$ cat src/rtl/ucc_pkg.sv
// Shared widths, FSM state encoding and queue entry payload for the unsat clause collector.
package ucc_pkg;

    localparam int unsigned NSAT                  = 3;
    localparam int unsigned LITERAL_ADDRESS_WIDTH = 12;
    localparam int unsigned CLAUSE_WIDTH          = NSAT * LITERAL_ADDRESS_WIDTH;
    localparam int unsigned TRUE_CNT_WIDTH        = $clog2(NSAT + 1);
    localparam int unsigned UCC_FIFO_DEPTH        = 16;

    typedef enum logic [1:0] {
        IDLE    = 2'd0,
        COLLECT = 2'd1,
        DRAIN   = 2'd2
    } ucc_state_e;

    typedef struct packed {
        logic                    last;
        logic [CLAUSE_WIDTH-1:0] clause;
    } ucc_entry_t;

endpackage

$ cat src/rtl/ucc_fifo.sv
// First-word-fall-through clause queue from registered storage, with per-entry last flags
// and a port that marks the current tail entry as last of its batch in place.
module ucc_fifo
    import ucc_pkg::*;
#(
    parameter int unsigned DEPTH = UCC_FIFO_DEPTH,
    localparam int unsigned AW   = $clog2(DEPTH),
    localparam int unsigned PW   = AW + 1
) (
    input  logic          clk_i,
    input  logic          rst_ni,
    input  logic          push_i,
    input  ucc_entry_t    push_entry_i,
    input  logic          pop_i,
    input  logic          set_tail_last_i,
    output logic          empty_o,
    output logic          full_o,
    output logic [PW-1:0] count_o,
    output ucc_entry_t    head_o
);

    logic [CLAUSE_WIDTH-1:0] mem_q [DEPTH];
    logic [DEPTH-1:0]        last_q;
    logic [PW-1:0]           wr_ptr_q;
    logic [PW-1:0]           rd_ptr_q;
    logic [AW-1:0]           wr_idx;
    logic [AW-1:0]           rd_idx;
    logic [AW-1:0]           tail_idx;
    logic                    do_push;
    logic                    do_pop;

    assign wr_idx   = wr_ptr_q[AW-1:0];
    assign rd_idx   = rd_ptr_q[AW-1:0];
    assign tail_idx = AW'(wr_ptr_q - PW'(1));

    // Extra pointer MSB distinguishes full from empty when the indices coincide.
    assign empty_o  = (wr_ptr_q == rd_ptr_q);
    assign full_o   = (wr_ptr_q[AW] != rd_ptr_q[AW]) && (wr_idx == rd_idx);
    assign count_o  = wr_ptr_q - rd_ptr_q;

    assign do_push  = push_i & ~full_o;
    assign do_pop   = pop_i & ~empty_o;

    always_ff @(posedge clk_i or negedge rst_ni) begin
        if (!rst_ni) begin
            wr_ptr_q <= '0;
            rd_ptr_q <= '0;
        end else begin
            if (do_push) wr_ptr_q <= wr_ptr_q + PW'(1);
            if (do_pop)  rd_ptr_q <= rd_ptr_q + PW'(1);
        end
    end

    // Clause payload needs no reset: the head is gated while the queue is empty.
    always_ff @(posedge clk_i) begin
        if (do_push) mem_q[wr_idx] <= push_entry_i.clause;
    end

    always_ff @(posedge clk_i or negedge rst_ni) begin
        if (!rst_ni) begin
            last_q <= '0;
        end else begin
            if (set_tail_last_i && !empty_o) last_q[tail_idx] <= 1'b1;
            if (do_push)                     last_q[wr_idx]   <= push_entry_i.last;
        end
    end

    assign head_o.clause = empty_o ? '0 : mem_q[rd_idx];
    assign head_o.last   = ~empty_o & last_q[rd_idx];

endmodule

$ cat src/rtl/unsat_clause_collector.sv
// Keeps only clauses with zero true literals from each flip batch and queues them for the selector.
// Optional UNSAT_CLAUSE_COLLECTOR_STATS_EN adds saturating pushed/filtered beat counters.
module unsat_clause_collector
    import ucc_pkg::*;
#(
    parameter int unsigned FIFO_DEPTH = UCC_FIFO_DEPTH
) (
    input  logic                      clk_i,
    input  logic                      rst_ni,
    input  logic                      flip_start_i,
    input  logic                      eval_valid_i,
    output logic                      eval_ready_o,
    input  logic [CLAUSE_WIDTH-1:0]   eval_clause_i,
    input  logic [TRUE_CNT_WIDTH-1:0] eval_true_cnt_i,
    input  logic                      eval_last_i,
    input  logic                      fifo_pop_i,
    output logic                      fifo_empty_o,
    output logic [CLAUSE_WIDTH-1:0]   fifo_clause_o,
    output logic                      fifo_last_o,
    output logic                      batch_empty_o,
    output logic                      busy_o,
    output logic                      underflow_o
`ifdef UNSAT_CLAUSE_COLLECTOR_STATS_EN
    ,
    output logic [31:0]               stat_pushed_o,
    output logic [31:0]               stat_filtered_o
`endif
);

    localparam int unsigned PTR_W = $clog2(FIFO_DEPTH) + 1;

    ucc_state_e       state_q;
    ucc_state_e       state_d;
    ucc_entry_t       push_entry;
    ucc_entry_t       head;
    logic             fifo_full;
    logic             fifo_empty;
    logic [PTR_W-1:0] fifo_count;
    logic [PTR_W-1:0] count_after_pop;
    logic             accept;
    logic             push;
    logic             filtered;
    logic             last_filtered;
    logic             pop_eff;
    logic             set_tail;
    logic             batch_empty_d;
    logic             batch_empty_q;
    logic             underflow_q;

    assign pop_eff         = fifo_pop_i & ~fifo_empty;
    assign count_after_pop = fifo_count - PTR_W'(pop_eff);

    always_ff @(posedge clk_i or negedge rst_ni) begin
        if (!rst_ni) state_q <= IDLE;
        else         state_q <= state_d;
    end

    // Next state and beat acceptance; ready depends only on registered state and count.
    always_comb begin
        state_d      = state_q;
        eval_ready_o = 1'b0;
        unique case (state_q)
            IDLE: begin
                if (flip_start_i) state_d = COLLECT;
            end
            COLLECT: begin
                eval_ready_o = ~fifo_full;
                if (eval_valid_i && !fifo_full && eval_last_i) state_d = DRAIN;
            end
            DRAIN: begin
                if (count_after_pop == '0) state_d = IDLE;
            end
            default: state_d = IDLE;
        endcase
    end

    assign accept        = eval_valid_i & eval_ready_o;
    assign push          = accept & (eval_true_cnt_i == '0);
    assign filtered      = accept & (eval_true_cnt_i != '0);
    assign last_filtered = filtered & eval_last_i;

    // A tail being popped this cycle cannot carry the marker, so it counts as nothing left.
    assign set_tail      = last_filtered & (count_after_pop != '0);
    assign batch_empty_d = last_filtered & (count_after_pop == '0);

    assign push_entry.last   = eval_last_i;
    assign push_entry.clause = eval_clause_i;

    ucc_fifo #(
        .DEPTH (FIFO_DEPTH)
    ) u_fifo (
        .clk_i           (clk_i),
        .rst_ni          (rst_ni),
        .push_i          (push),
        .push_entry_i    (push_entry),
        .pop_i           (fifo_pop_i),
        .set_tail_last_i (set_tail),
        .empty_o         (fifo_empty),
        .full_o          (fifo_full),
        .count_o         (fifo_count),
        .head_o          (head)
    );

    always_ff @(posedge clk_i or negedge rst_ni) begin
        if (!rst_ni) begin
            batch_empty_q <= 1'b0;
            underflow_q   <= 1'b0;
        end else begin
            batch_empty_q <= batch_empty_d;
            underflow_q   <= underflow_q | (fifo_pop_i & fifo_empty);
        end
    end

    assign fifo_empty_o  = fifo_empty;
    assign fifo_clause_o = head.clause;
    assign fifo_last_o   = head.last;
    assign batch_empty_o = batch_empty_q;
    assign busy_o        = (state_q != IDLE);
    assign underflow_o   = underflow_q;

`ifdef UNSAT_CLAUSE_COLLECTOR_STATS_EN
    logic [31:0] stat_pushed_q;
    logic [31:0] stat_filtered_q;

    always_ff @(posedge clk_i or negedge rst_ni) begin
        if (!rst_ni) begin
            stat_pushed_q   <= '0;
            stat_filtered_q <= '0;
        end else begin
            if (push && (stat_pushed_q != '1))       stat_pushed_q   <= stat_pushed_q + 32'd1;
            if (filtered && (stat_filtered_q != '1)) stat_filtered_q <= stat_filtered_q + 32'd1;
        end
    end

    assign stat_pushed_o   = stat_pushed_q;
    assign stat_filtered_o = stat_filtered_q;
`endif

endmodule
$ cat config.mk
export PLATFORM = sky130hd
export DESIGN_NAME = unsat_clause_collector
export DESIGN_NICKNAME = d
export VERILOG_FILES = /design/src/rtl/ucc_pkg.sv /design/src/rtl/ucc_fifo.sv /design/src/rtl/unsat_clause_collector.sv
export SDC_FILE = /design/constraint.sdc
export NUM_CORES = 1
export LEC_CHECK = 0
export BUFFER_PORTS_ARGS = -buffer_cell sky130_fd_sc_hd__buf_2
export CORE_ASPECT_RATIO = 0.7
export CORE_MARGIN = 10
export CORE_UTILIZATION = 66
export DETAILED_ROUTE_END_ITERATION = 6
export PLACE_DENSITY = 0.89
export REMOVE_ABC_BUFFERS = 1
export SLEW_MARGIN = 40
export SYNTH_ARGS = -nofsm -noshare
export SYNTH_HDL_FRONTEND = slang
export SYNTH_SLANG_ARGS = --single-unit
$ cat constraint.sdc
create_clock -name clk_i -period 13.5 [get_ports clk_i]
set_input_delay 1.35 -clock clk_i [delete_from_list [all_inputs] [get_ports clk_i]]
set_output_delay 1.35 -clock clk_i [all_outputs]
set_load 0.1 [all_outputs]
**After elaboration in Yosys (flattened, before gate mapping)**

Memories as Yosys holds them, arrays and structs flattened.
Cells that the tools add are included.

- $add $sub $neg: 5
- $lt $le $gt $ge: 5
- Equal/unequal tests: 8
- Mux-type cells: 17
- Bitwise logic cells: 14
- Reduce and logical (&&, ||, !) cells: 15

Operators with widths:

| kind | count |
|---|---|
| two-way mux 36 bit | 1 |
| two-way mux 16 bit | 2 |
| bitwise mux 16 bit | 1 |
| OR 16 bit | 1 |
| less-than comparator 4 x 5 -> 1 bit, second input constant | 3 |
| adder 5 x 1 -> 5 bit, second input constant | 2 |
| AND 1 bit | 10 |
| demux 1 bit (select 4 bit) | 2 |
| greater-or-equal comparator 4 x 1 -> 1 bit, second input constant | 2 |
| logical AND 1 bit | 6 |
| two-way mux 1 bit | 6 |
| two-way mux 2 bit | 3 |
| != test 2 bit, second input constant | 3 |
| case mux 2 bit (3 select lines) | 1 |
| == test 5 bit | 1 |
| zero test 5 bit | 1 |
| nonzero test 5 bit | 1 |
| subtractor 5 x 1 -> 5 bit | 1 |
| subtractor 5 bit | 1 |
| binary-select mux 1 bit (select 4 bit) | 1 |
| == test 4 bit | 1 |
| zero test 2 bit | 2 |
| nonzero test 2 bit | 2 |
| subtractor 4 x 1 -> 4 bit, second input constant | 1 |
| 7 further kinds | 9 |

- Flip-flop bits (word level): 30
- Bits in writable memories: 576
- Input port bits: 44
- Output and inout port bits: 42
- Word-level logic and storage cells: 71
- Memories kept: 1

Memories:

| name | depth | bits a word | read ports | clocked after Yosys merged registers in | write ports | line | source |
|---|---|---|---|---|---|---|---|
| u_fifo.mem_q | 16 | 36 | 1 | 0 | 1 | ucc_fifo.sv:22 | `logic [CLAUSE_WIDTH-1:0] mem_q [DEPTH];` |

**Depth between registers and ports, before layout**

- Depth in word-level cells: 12
- Gate-level depth with buffers: 17
- Depth with buffers taken out: 15

**Modules after synthesis**

Synthesis repeated with hierarchy kept, for this count alone.

- Cells, all modules: 1159
- Area, all modules: 24427.2 sq um

By module, submodules not included:

| module | times used | cells each | area an instance (sq um) | sequential area each (sq um) |
|---|---|---|---|---|
| ucc_fifo | 1 | 1135 | 24168.2 | 17947.2 |
| unsat_clause_collector | 1 | 24 | 259.0 | 100.1 |

**Worst setup path after synthesis**

Ideal clock, no wire load.

- Kind: input to register
- From: input port eval_true_cnt_i[1]
- To: memory u_fifo.mem_q[10][0] (netlist bit), enable pin
- Setup time: 0.523 ns
- Arrival time: 5.384 ns
- Data required time: 12.977 ns
- Slack: 7.593 ns
- Stages: 3
- Path buffers: 0
- Cell sequence: nor2_1 -> nand3_1 -> nor4_1

- Word-level cells in the longest chain between the ends: 5

RTL lines:

| what | line | source |
|---|---|---|
| from (decl) | unsat_clause_collector.sv:14 | `input logic [TRUE_CNT_WIDTH-1:0] eval_true_cnt_i,` |
| zero test 2 bit | unsat_clause_collector.sv:78 | `assign push = accept & (eval_true_cnt_i == '0);` |
| AND 1 bit | unsat_clause_collector.sv:78 |  |
| AND 1 bit | ucc_fifo.sv:41 | `assign do_push = push_i & ~full_o;` |
| two-way mux 1 bit | ucc_fifo.sv:56 | `if (do_push) mem_q[wr_idx] <= push_entry_i.clause;` |
| two-way mux 1 bit (not written as such) | ucc_fifo.sv:56 |  |
| to (decl) | ucc_fifo.sv:22 |  |

No other way between the ends.

**Worst setup path after layout**

- From: register u_fifo.rd_ptr_q[0]
- To: output port fifo_clause_o[17]

- Word-level cells in the longest chain between the ends: 2
- Elaborated cells between the ends (all ways): 3
- Those cells by class: eq/ne (1); mux (1); memory (1)

RTL lines:

| what | line | source |
|---|---|---|
| from (decl) | ucc_fifo.sv:25 | `logic [PW-1:0] rd_ptr_q;` |
| from (signal assigned) | ucc_fifo.sv:50 | `if (do_pop) rd_ptr_q <= rd_ptr_q + PW'(1);` |
| memory read (16 x 36 bit) / == test 5 bit (equally long branches) | -- |  |
| two-way mux 36 bit * | ucc_fifo.sv:68 | `assign head_o.clause = empty_o ? '0 : mem_q[rd_idx];` |
| to (decl) | unsat_clause_collector.sv:18 | `output logic [CLAUSE_WIDTH-1:0] fifo_clause_o,` |

Mark *: on every way between the ends. The rest lies on a longest branch, timed or not.

==> qor.yml <==
outcome:
  status: "completed"
place:
  placed_cells_incl_taps: 1601
  port_buffers: 85
  gp_congestion: 0.8747
  hpwl_mm: 28.95
grt:
  grt_pass1_vias: 12660
  grt_pass1_wl_mm: 82.41
  antenna_found_initial: 3
  grt_usage: 0.2550
  overflow: 0
  grt_max_degree: 54
critical_path:
  crit_chain: "buf_6, buf_6, mux4_2, mux4_2, nor2b_1, buf_2"
  crit_type: "reg2out"
  setup.worst_path.start_class: "flop"
  cp-end-kind: "output port"
  cpPeakStageDelay_ns: 0.68
  critical_path_buf_inv_count: 3
  cp.required_ns: 12.15
  cp_max_fo: 49
  cp_data_arrival_time_ns: 4.27
  path_delay_family: "buffers and inverters"
  slowest_stage: "dfrtp_4"
floorplan:
  die_height_microns: 179.3
  design.core.area_sq_um: 35850
  row_count: 58
  io_pins: 86
  initial_utilization: 0.6670
  die_area_sq_um: 44360
  die_w_microns: 247.5
finish:
  layout.nets: 1234
  syn2layout_area_growth_pct: 11.37
  fin_cells: 1700
  drive_gt1_frac: 0.3273
route:
  wl_met3_mm: 5.273
  vias_per_cell: 6.983
  routed_wl_mm: 55.24
  routedWlPerCell_microns: 32.49
  drtAntennaViolNets: 0
  drtIter0Drc: 1658
  top_layer_used: "met4"
  met2WireLength_mm: 28.47
  dr.pass1.iters: 6
  drcViolationCount: 0
  met1Wirelength_mm: 20.16
  vias: 11870
logic_synthesis:
  ys_seq_elements: 606
  synth_top_area_frac: 0.7234
  synthFlopType: "edfxtp_1"
  yosysTopAreaCell: "edfxtp_1"
  synth_cell_type_count: 43
  ys_seq_area_frac: 0.7547
  synth_area_sq_um: 23910
  ys_async_sr_fraction: 0.04950
  yosysWarnings: 0
  synth_enable_flop_cells: 576
  synth.avg_cell_area_sq_um: 22.49
  synth_area_leaders: "edfxtp_1, mux4_2, dfrtp_1"
  synth_cells: 1063
sta:
  finalCriticalPeriod_ns: 5.623
  fmax_mhz: 177.9
  drv_slew: 0
  setup_viol: 0
  clock-skew-final_ns: 0.02891
  final_hold_viol_count: 0
  post-route-period-util: 0.4165
  maxSlewHeadroom: 0.4554
  fin_tns_setup_ns: 0
  worstMarginPinSlew_ns: 0.8169
  rsz0062_at_grt: "false"
cts:
  cts-hold-fix-buffers: 0
  cts_max_level: 2
  clkTransAtPathRegs_ns: 0.06
  cts_setup_buffers: 0
  cts_sinks: 606
  root_buffer: "clkbuf_16"
  cts_made_buffers: 53
  cts_tree: "yes"
  cts.repair.resized: 0
  clockBufferDepth: 3
  insertion_delay_ns: 0.59
flow_run:
  drv_cap: 0
power_and_ir_drop:
  leakage_nw: 8.565
  ir_worst_vdd_uv: 253.5
  p_per_area_nw_per_um2: 238.2
min_path:
  hold_class: "reg2reg"
==> layout make-up <==
class,instances,area (sq um)
Antenna cell,4,10.01
Clock buffer,67,1421
Clock inverter,28,187.7
Fill cell,1912,9220
Inverter,18,68.82
Multi-Input combinational cell,384,5638
Sequential cell,606,18060
Tap cell,480,600.6
Timing Repair Buffer,113,646.9
==> cell usage in the layout (no fill, tap or decap), types with 13 or more instances in the layout <==
cell | synthesis | final
clkinv_2 | 0 | 13
nor2b_1 | 41 | 41
nor2_1 | 28 | 20
inv_1 | 18 | 17
buf_2 | 13 | 85
buf_4 | 10 | 25
mux4_2 | 185 | 185
dfrtp_1 | 30 | 27
edfxtp_1 | 576 | 576
clkbuf_16 | 0 | 55
==> through the flow <==
| stage | util | cell area [sq um] | power [mW] | setup WS (ns) | hold WS [ns] |
|---|---|---|---|---|---|
| final | 0.7428 | 26630 | 6.343 | 7.877 | 0.4494 |
| after detailed placement | 0.6973 | 25000 | 4.926 | 8.513 | 0.4389 |
| after global routing | 0.7427 | 26630 | 6.553 | 7.621 | 0.4604 |
| after floorplan | - | 23640 | 4.540 | 0.1223 | 0.4611 |
| after global placement | 0.6971 | 24990 | 4.860 | 8.086 | 0.4359 |
| after CTS | 0.7422 | 26610 | 6.361 | 7.850 | 0.4529 |
==> synthesized netlist by cell type (2+ instances only) <==
master	count
edfxtp_1	576
mux4_2	185
nor2b_1	41
dfrtp_1	30
nor2_1	28
clkbuf_1	26
inv_1	18
buf_2	13
ha_1	12
xnor2_1	12
a21oi_1	11
nor3_1	11
buf_4	10
o2111ai_1	9
o22ai_1	8
nand2_1	7
xor2_1	7
a22oi_1	6
buf_1	5
nand2b_1	5
nand3_1	4
nor4_1	4
o21ai_0	4
a31oi_1	3
and2_1	3
fa_1	2
nand4_1	2
nor4_4	2
o21a_1	2
o32ai_1	2
or2_2	2
or3_1	2
==> state kept, by name, summed over array words and instances (netlist names) <==
name             count
batch_empty_o        1
state_q              2
u_fifo.last_q       16
u_fifo.mem_q       576
u_fifo.rd_ptr_q      5
u_fifo.wr_ptr_q      5
underflow_o          1
==> power breakdown <==
part	leakage (nW)	switching (mW)	internal, mW	total [mW]
clock network	0.797	0.648	0.781	1.43
logic	2.22	1.84	0.844	2.68
registers	5.55	0.109	2.12	2.23
==> layer usage <==
layer  GRT usage  up-vias
met4     0.07297        0
met5           0        -
met2      0.4326      835
met3     0.04897      146
met1      0.3367     6196
li1            -     4694
==> worst paths after layout <==
check / endpoint / slack [ns] / startpoint / cells past startpoint
worst min register to register: underflow_o$_DFF_PN0_ / 0.45 / underflow_o$_DFF_PN0_ / 1
min in group asynchronous: u_fifo.last_q[10]$_DFF_PN0_ / 0.80 / rst_ni / 1
worst min-delay path: underflow_o$_DFF_PN0_ / 0.45 / underflow_o$_DFF_PN0_ / 1
worst max register to register: u_fifo.last_q[13]$_DFF_PN0_ / 8.57 / u_fifo.wr_ptr_q[2]$_DFFE_PN0P_ / 15
max in group asynchronous: u_fifo.rd_ptr_q[3]$_DFFE_PN0P_ / 12.17 / rst_ni / 1
worst max-delay path: fifo_clause_o[17] / 7.88 / u_fifo.rd_ptr_q[0]$_DFFE_PN0P_ / 6
==> worst reg2reg max path, cell delays in order, from the launching register on <==
cell and delay (ns):
dfrtp_1 0.70, inv_1 0.20, ha_1 0.41, nand2_1 0.19, nor4_4 0.33, nor2b_1 0.16
fa_1 0.59, inv_1 0.06, ha_1 0.18, or2_2 0.28, fa_1 0.42, nand2b_1 0.16
a21oi_1 0.25, xnor2_2 0.29, o2111ai_1 0.34, o22ai_1 0.28
==> logic make-up after synthesis <==
| group | count (synthesis) | share of synthesized area |
|---|---|---|
| DFF | 606 | 0.7547 |
| muxes | 186 | 0.1747 |
| and+or+nand+nor | 116 | 0.02789 |
| buffers and inverters | 73 | 0.01402 |
| AOI/OAI and AO/OA | 49 | 0.01371 |
| xor gates and xnor gates | 19 | 0.006959 |
| adders and majority gates | 14 | 0.007953 |
(Power assumes the default switching activity.)
